`src/rtl/sr_flag_bank.sv`:
```
// sr_flag_bank: bank of WIDTH clocked SR flag cells with a selectable S=R=1
// resolution, parallel load, registered edge pulses, popcount and conflict
// reporting.
// Optional feature macro: SR_FLAG_CONFLICT_CNT_EN (saturating conflict counter).
module sr_flag_bank #(
    parameter int                 WIDTH         = 8,
    parameter int                 CONFLICT_MODE = 0,
    parameter logic [WIDTH-1:0]   RESET_VALUE   = {WIDTH{1'b0}}
) (
    input  logic                         clock,
    input  logic                         reset,
    input  logic                         enable,
    input  logic [WIDTH-1:0]             S,
    input  logic [WIDTH-1:0]             R,
    input  logic                         load,
    input  logic [WIDTH-1:0]             load_data,
    output logic [WIDTH-1:0]             Qa,
    output logic [WIDTH-1:0]             Qb,
    output logic [WIDTH-1:0]             rise,
    output logic [WIDTH-1:0]             fall,
    output logic [$clog2(WIDTH+1)-1:0]   count,
    output logic                         conflict,
    output logic [7:0]                   conflict_count
);

    localparam int         CW   = $clog2(WIDTH + 1);
    localparam logic [1:0] MODE = 2'(CONFLICT_MODE);

    logic [WIDTH-1:0] qa_r;
    logic [WIDTH-1:0] rise_r;
    logic [WIDTH-1:0] fall_r;
    logic             conflict_r;
    logic [WIDTH-1:0] qa_next_s;
    logic             conflict_next_s;
    logic [CW-1:0]    count_s;

    // Next flag state: load beats the S/R update, disabled cycles hold.
    always_comb begin
        qa_next_s       = qa_r;
        conflict_next_s = 1'b0;
        if (load) begin
            qa_next_s = load_data;
        end else if (enable) begin
            conflict_next_s = |(S & R);
            for (int i = 0; i < WIDTH; i++) begin
                case ({S[i], R[i]})
                    2'b10:   qa_next_s[i] = 1'b1;
                    2'b01:   qa_next_s[i] = 1'b0;
                    2'b11: begin
                        case (MODE)
                            2'd1:    qa_next_s[i] = 1'b1;
                            2'd2:    qa_next_s[i] = 1'b0;
                            2'd3:    qa_next_s[i] = ~qa_r[i];
                            default: qa_next_s[i] = qa_r[i];
                        endcase
                    end
                    default: qa_next_s[i] = qa_r[i];
                endcase
            end
        end else begin
            qa_next_s = qa_r;
        end
    end

    // Flag register plus registered edge and conflict pulses; reset makes no pulses.
    always_ff @(posedge clock) begin
        if (reset) begin
            qa_r       <= RESET_VALUE;
            rise_r     <= {WIDTH{1'b0}};
            fall_r     <= {WIDTH{1'b0}};
            conflict_r <= 1'b0;
        end else begin
            qa_r       <= qa_next_s;
            rise_r     <= qa_next_s & ~qa_r;
            fall_r     <= ~qa_next_s & qa_r;
            conflict_r <= conflict_next_s;
        end
    end

    // Population count of the registered flags only.
    always_comb begin
        count_s = {CW{1'b0}};
        for (int i = 0; i < WIDTH; i++) begin
            count_s = count_s + CW'(qa_r[i]);
        end
    end

`ifdef SR_FLAG_CONFLICT_CNT_EN
    logic [7:0] conflict_cnt_r;

    // Saturating count of conflict pulses, advanced with the pulse it counts.
    always_ff @(posedge clock) begin
        if (reset) begin
            conflict_cnt_r <= 8'd0;
        end else if (conflict_next_s && (conflict_cnt_r != 8'd255)) begin
            conflict_cnt_r <= conflict_cnt_r + 8'd1;
        end else begin
            conflict_cnt_r <= conflict_cnt_r;
        end
    end

    assign conflict_count = conflict_cnt_r;
`else
    assign conflict_count = 8'd0;
`endif

    assign Qa       = qa_r;
    assign Qb       = ~qa_r;
    assign rise     = rise_r;
    assign fall     = fall_r;
    assign conflict = conflict_r;
    assign count    = count_s;

endmodule

```
`config.mk`:
```
export PLATFORM = sky130hd
export DESIGN_NAME = sr_flag_bank
export DESIGN_NICKNAME = d
export VERILOG_FILES = /design/src/rtl/sr_flag_bank.sv
export SDC_FILE = /design/constraint.sdc
export NUM_CORES = 1
export LEC_CHECK = 0
export CELL_PAD_IN_SITES_DETAIL_PLACEMENT = 0
export CELL_PAD_IN_SITES_GLOBAL_PLACEMENT = 2
export CORE_UTILIZATION = 24
export CTS_BUF_LIST = sky130_fd_sc_hd__clkbuf_4 sky130_fd_sc_hd__clkbuf_8 sky130_fd_sc_hd__clkbuf_16
export DETAILED_ROUTE_END_ITERATION = 16
export PLACE_DENSITY = 0.8
export SYNTH_ARGS = -nofsm -noshare
export SYNTH_HDL_FRONTEND = slang
export SYNTH_SLANG_ARGS = --single-unit
export TNS_END_PERCENT = 50
```
`constraint.sdc`:
```
create_clock -name clock -period 3.9 [get_ports clock]
set_input_delay 0.585 -clock clock [delete_from_list [all_inputs] [get_ports clock]]
set_output_delay 0.585 -clock clock [all_outputs]
set_load 0.01 [all_outputs]
```
==> run summary, run 1 <==
Status -> finished, final reports clean
Sequential Power Share -> 39.4%
Synth area leader -> dfxtp_1
Cell count along the critical path -> 10
I/O pins -> 73
Share of cells above drive strength 1 -> 12.3%
GR Util met3 -> 2.19%
Synth Instances -> 181
All-Layer GR Usage -> 11.0%
Clock power share -> 22.7%
F_max -> 0.268 GHz
R2R depth -> 3
Share of the synthesized area in the top cell type -> 29.0%
WHS -> 0.453 ns
Starting Density -> 25.1%
EDFF count, synth -> 0
Post-Syn Area -> 1730 µm²
TritonCTS clock tree -> yes
Synthesis-stage register bit count -> 25
Placed Area -> 2420 µm²
Logic gate share of total power -> 38.0%
Switching Share -> 31.4%
Crit path launch type -> register
Util after Layout -> 35.9%
M1 GR Usage -> 13.6%
GRT busiest layer -> met2
Number of hold buffers added after CTS -> 0
Worst Path Required -> 3.31 ns
Cell variety after synth -> 24
Core box area -> 6870 µm²
Pin count of the biggest net entering global routing -> 26
Worst skew pair latency -> 0.27 ns
DR vias/cell -> 4.04
CP Max Fanout -> 3
Max H-tree Level -> 1
Die width -> 86.8 µm
First drt pass iteration count -> 3
1st-iter DRT viols -> 26
TritonCTS buffer count -> 3
Clock buffer depth -> 2
Post_cts resized -> 3
Leakage -> 1.02 nW
Seq/Total Area, Yosys -> 29.0%
# diodes -> 0
Final count of hold timing violations -> 0
Met2 usage in global routing -> 18.3%
Crit-path leading delay family -> adder cells
Peak supply drop -> 0.115 mV
WP buf/inv -> 5
RSZ-0062 raised after global routing -> no
Top post-synthesis cells by count -> 25 x dfxtp_1, 23 x inv_1, 20 x nor3_1, 19 x ha_1
Critical path capture point type -> primary output
Clk_skew -> 0.00309 ns
Hold path depth -> 1
Post-DP HPWL -> 3180 µm
Total power -> 0.709 mW
Post-route DRC -> 0
Critical Path AT -> 3.14 ns
Gr ovfl total -> 0
# Post-CTS Setup Buffers -> 0
Num rows -> 30
Min cycle time layout -> 3.73 ns
Vias -> 1368
Worst Max-Slew Pin Slew -> 1.04 ns
MaxCap Viol Count -> 0
PortBufs -> 64
Critical setup path kind -> register to primary output
CTS root buffer -> clkbuf_8
Nets -> 295
Internal -> 0.486 mW
Synth top area cells -> dfxtp_1 29%, ha_1 14%, nor4b_2 6.1%
Avg WL per Cell -> 11.5 µm
Cell area after layout -> 2470 µm²
CP max-delay cell -> fa_1
Die ar. -> 7530 µm²
Async S/R FF share, synth -> 0%
Top_reg_cell synth -> dfxtp_1
Initial antenna violation count -> 0
Vias in the first global route -> 1358
Power per cell area -> 288 nW/µm²
Most numerous cell in the Yosys netlist -> dfxtp_1
Hold crit path type -> register to register
Max stage delay on crit path -> 0.55 ns
Final RePlAce weighted congestion -> 0.807
Area growth syn-to-layout -> 42.9%
Die height -> 86.8 µm
Drt total wl -> 3910 µm
Final Cycle Share -> 95.5%
Max Slew Vio Count -> 0
Synthesized area per cell -> 9.53 µm²
Clk sinks -> 25
Slew headroom -> 30.2%
Sum Neg Setup Slack -> 0 ns
Critical path, cell by cell -> inv_1 -> fa_1 -> fa_1 -> fa_1 -> inv_1 -> ha_1 -> inv_1 -> fa_1 -> inv_1 -> clkdlybuf4s15_1
Yosys warns -> 0
Setup-failing EPs final -> 0
P_sw -> 0.223 mW
Final ANT Viol Nets -> 0
First-pass GRT wire length -> 6330 µm
CTS clk-pin slew, worst paths -> 0.09 ns
state kept, by name (all words and copies together), names as in the netlist:
name and flops:
fall 8, conflict 1, rise 8, Qa 8
per-layer routing:
| metal | part of all wire (%) | up-vias |
|---|---|---|
| met5 | 0 | - |
| met4 | 1.6 | 0 |
| met3 | 5.7 | 4 |
| met2 | 46 | 40 |
| met1 | 47 | 608 |
| li1 | - | 716 |
final timing paths:
| kind | slack [ns] | start | to |
|---|---|---|---|
| max | 0.17 | Qa[0] | count[1] |
| max reg2reg | 3.03 | Qa[0] | Qa[0] |
| min | 0.45 | Qa[1] | rise[1] |
| min reg2reg | 0.45 | Qa[1] | rise[1] |
final cells by class:
cell class / instances / area (µm²)
Fill cell: 721 / 4400
Inverter: 23 / 86.3
Clock buffer: 3 / 41.3
Timing Repair Buffer: 68 / 666
Sequential cell: 25 / 503
Clock inverter: 1 / 5.00
Multi-Input combinational cell: 123 / 1040
Tap cell: 96 / 120
kinds of logic (layout without fill, tap and decap cells):
group | count (synthesis) | count (layout) | share of synthesized area [%]
AO/OA/AOI/OAI | 6 | 6 | 2.32
XOR/XNOR | 1 | 1 | 0.508
adder cells (fa/ha/maj) | 23 | 23 | 18.4
buffers and inverters | 40 | 95 | 12.0
flip-flops | 25 | 25 | 29.0
multiplexers | 4 | 4 | 2.32
other | 1 | 8 | 0.217
AND/OR/NAND/NOR | 81 | 81 | 35.2
stage by stage:
step           setup WS, ns  std cells
6_report              0.174        339
5_1_grt             0.00672        339
4_1_cts               0.114        339
3_5_place_dp          0.124        335
3_3_place_gp          0.175        335
2_1_floorplan         0.533        188
worst reg2reg max path, delay by kind of cell (launching register included):
kind / cells / cell delay (ns)
buffers and inverters: 1 / 0.15
DFF: 1 / 0.33
and+or+nand+nor: 2 / 0.25
power by group through the flow:
stage	sequential [mW]	clock (mW)	combinational [mW]
2_1_floorplan	0.290	0	0.148
3_3_place_gp	0.284	0	0.279
3_5_place_dp	0.285	0	0.280
4_1_cts	0.279	0.168	0.273
5_1_grt	0.281	0.178	0.301
6_report	0.279	0.161	0.269
cells in the final DEF (no fill, tap or decap), drive strengths merged, types with 2 or more instances in the layout:
cell type / netlist / routed
clkdlybuf4s50: 0 / 62
and3b: 4 / 4
ha: 19 / 19
dfxtp: 25 / 25
nand2: 5 / 5
inv: 23 / 23
clkbuf: 2 / 4
nand3b: 4 / 4
nor4b: 8 / 8
conb: 1 / 8
buf: 15 / 4
a21oi: 2 / 2
fa: 4 / 4
nor4: 10 / 10
nor2: 9 / 9
nor2b: 17 / 17
nor3: 24 / 24
mux2i: 4 / 4
o21a: 4 / 4
(Power assumes the default switching activity.)
==> run 2, diff against run 1 <==
- ABC_AREA: unset -> 1
- CORE_UTILIZATION: 24 -> 23
- PLACE_DENSITY: 0.8 -> 0.81
==> run summary, run 2 <==
Status -> finished, final reports clean
Vias -> 1343
Leakage -> 1.18 nW
Vias in the first global route -> 1334
Yosys warns -> 0
CTS clk-pin slew, worst paths -> 0.08 ns
Internal -> 0.476 mW
Most frequent cells in the layout -> 62 x clkdlybuf4s50_1, 39 x inv_1, 32 x nand2_1
Setup-failing EPs final -> 0
Clock power share -> 23.0%
Pin count of the biggest net entering global routing -> 18
Hold crit path type -> register to register
CP max-delay cell -> fa_1
Synth top area cells -> dfxtp_1 30%, ha_1 14%, nand3_2 9.7%
# Post-CTS Setup Buffers -> 0
Max stage delay on crit path -> 0.55 ns
TritonCTS clock tree -> yes
Worst Path Required -> 3.31 ns
Critical Path AT -> 3.20 ns
PortBufs -> 64
Starting Density -> 24.0%
Logic gate share of total power -> 36.1%
Worst Max-Slew Pin Slew -> 0.747 ns
Power per cell area -> 285 nW/µm²
Critical setup path kind -> register to primary output
1st-iter DRT viols -> 19
Die height -> 86.7 µm
Post-DP HPWL -> 3130 µm
FF/Latch Area -> 500 µm²
MaxCap Viol Count -> 0
Final Cycle Share -> 97.0%
Seq/Total Area, Yosys -> 30.3%
Die width -> 86.7 µm
Area growth syn-to-layout -> 45.0%
Final ANT Viol Nets -> 0
Clock buffer depth -> 2
Min cycle time layout -> 3.78 ns
Top post-synthesis cells by count -> 39 x inv_1, 32 x nand2_1, 25 x dfxtp_1, 19 x ha_1, 19 x nor2_1
Initial antenna violation count -> 0
Synthesis-stage register bit count -> 25
First drt pass iteration count -> 4
Worst skew pair latency -> 0.26 ns
TritonCTS buffer count -> 3
Crit-path leading delay family -> adder cells
I/O pins -> 73
Cell count along the critical path -> 10
Inst Count DP -> 359
Post-Syn Area -> 1650 µm²
EDFF count, synth -> 0
Crit path launch type -> register
Core box area -> 6870 µm²
WHS -> 0.469 ns
Slew headroom -> 50.1%
Share of cells above drive strength 1 -> 20.2%
# diodes -> 0
Post-route DRC -> 0
F_max -> 0.264 GHz
First-pass GRT wire length -> 6030 µm
Clk_skew -> 0.00143 ns
Switching Share -> 30.1%
Placed Area -> 2350 µm²
Synth area leader -> dfxtp_1
Flop2flop setup slack -> 2.93 ns
Cell area after layout -> 2390 µm²
Num rows -> 30
WP buf/inv -> 5
Max H-tree Level -> 1
Number of hold buffers added after CTS -> 0
Final count of hold timing violations -> 0
Peak supply drop -> 0.158 mV
Top_reg_cell synth -> dfxtp_1
Hold path depth -> 1
Critical path, cell by cell -> inv_1 -> fa_1 -> fa_1 -> fa_1 -> inv_1 -> ha_1 -> inv_1 -> fa_1 -> inv_1 -> dlygate4sd2_1
Avg WL per Cell -> 10.1 µm
Finished Layout Cells -> 363
R2R depth -> 6
Nets -> 319
Synthesized area per cell -> 8.20 µm²
Final RePlAce weighted congestion -> 0.726
Share of the synthesized area in the top cell type -> 30.3%
Cell variety after synth -> 22
Filler instances -> 761
Clk sinks -> 25
Die ar. -> 7510 µm²
P_sw -> 0.205 mW
Async S/R FF share, synth -> 0%
Most numerous cell in the Yosys netlist -> inv_1
Total power -> 0.681 mW
Max Slew Vio Count -> 0
Area of the multi-input gates -> 856 µm²
Synth Instances -> 201
Sequential Power Share -> 40.9%
Drt total wl -> 3680 µm
Critical path capture point type -> primary output
All-Layer GR Usage -> 10.4%
Gr ovfl total -> 0
Commonest non-fill, non-tap cell in the layout -> clkdlybuf4s50_1
CP Max Fanout -> 3
CTS root buffer -> clkbuf_8
RSZ-0062 raised after global routing -> yes
DR vias/cell -> 3.70
==> run 2: cell count changes in the layout (fill, tap and decap cells not counted), sizes merged, moves of 4 or more <==
cell	change
and3b	-4
nand3	+17
nor4	-10
o21a	-4
mux2i	-4
nor2b	-17
nand3b	-4
clkinv	+6
inv	+18
nor3	-24
nor4b	-8
nor2	+12
nand2	+45
==> run 2: area by class of cell <==
type | instances | area share, %
inverter | 49 | 8.74
timing repair buffer | 67 | 27.5
multi-input combinational | 122 | 35.8
sequential | 25 | 20.9
clock buffer | 4 | 2.04
tap | 96 | 5.02
==> run 2: kinds of logic (layout without fill, tap and decap cells) <==
family / Yosys count / count (layout) / synth area share, %
simple gates: 90 / 90 / 30.3
xor+xnor: 1 / 1 / 0.531
buf+inv: 61 / 120 / 19.3
other cells: 1 / 8 / 0.227
flops: 25 / 25 / 30.3
fa+ha+maj: 23 / 23 / 19.3
==> run 2: metal layers <==
layer  part of all wire (%)  GRT usage [%]  routed length, µm
met1                     45           12.9               1670
met2                     46           18.1               1680
met3                    8.6           3.71                318
met4                   0.35          0.909                 13
met5                      0              0                  0
==> run 2: timing repair <==
| item | CTS | global route |
|---|---|---|
| gates cloned | 0 | 0 |
| resized for setup | 2 | 2 |
| endpoints found under the setup margin | 2 | 2 |
==> run 2: power groups by stage <==
stage / Sequential (mW) / Combinational (mW) / Clock (mW)
after CTS: 0.279 / 0.252 / 0.166
after floorplan: 0.293 / 0.135 / 0
after global placement: 0.285 / 0.255 / 0
final: 0.278 / 0.246 / 0.157
after global routing: 0.280 / 0.277 / 0.176
after detailed placement: 0.285 / 0.254 / 0
==> run 2: final timing paths <==
| path | endpoint | startpoint |
|---|---|---|
| worst max-delay path | count[1] | Qa[0] |
| worst min-delay path | rise[7] | Qa[7] |
| worst max register to register | rise[4] | Qa[4] |
| worst min register to register | rise[7] | Qa[7] |
==> run 2: worst reg2reg max path, delay by kind of cell, from the launching register on <==
family                 cells  cell delay (ns)
buffers and inverters      1             0.14
DFF                        1             0.39
and+or+nand+nor            5             0.38
==> run 2: stage by stage <==
| step | worst slack [ns] | setup TNS (ns) | util (%) |
|---|---|---|---|
| after floorplan | 0.535 | 0 | - |
| after global placement | 0.172 | 0 | 34.2 |
| after detailed placement | 0.139 | 0 | 34.2 |
| after CTS | 0.0920 | 0 | 34.9 |
| after global routing | -0.0124 | -0.0124 | 34.8 |
| final | 0.118 | 0 | 34.8 |
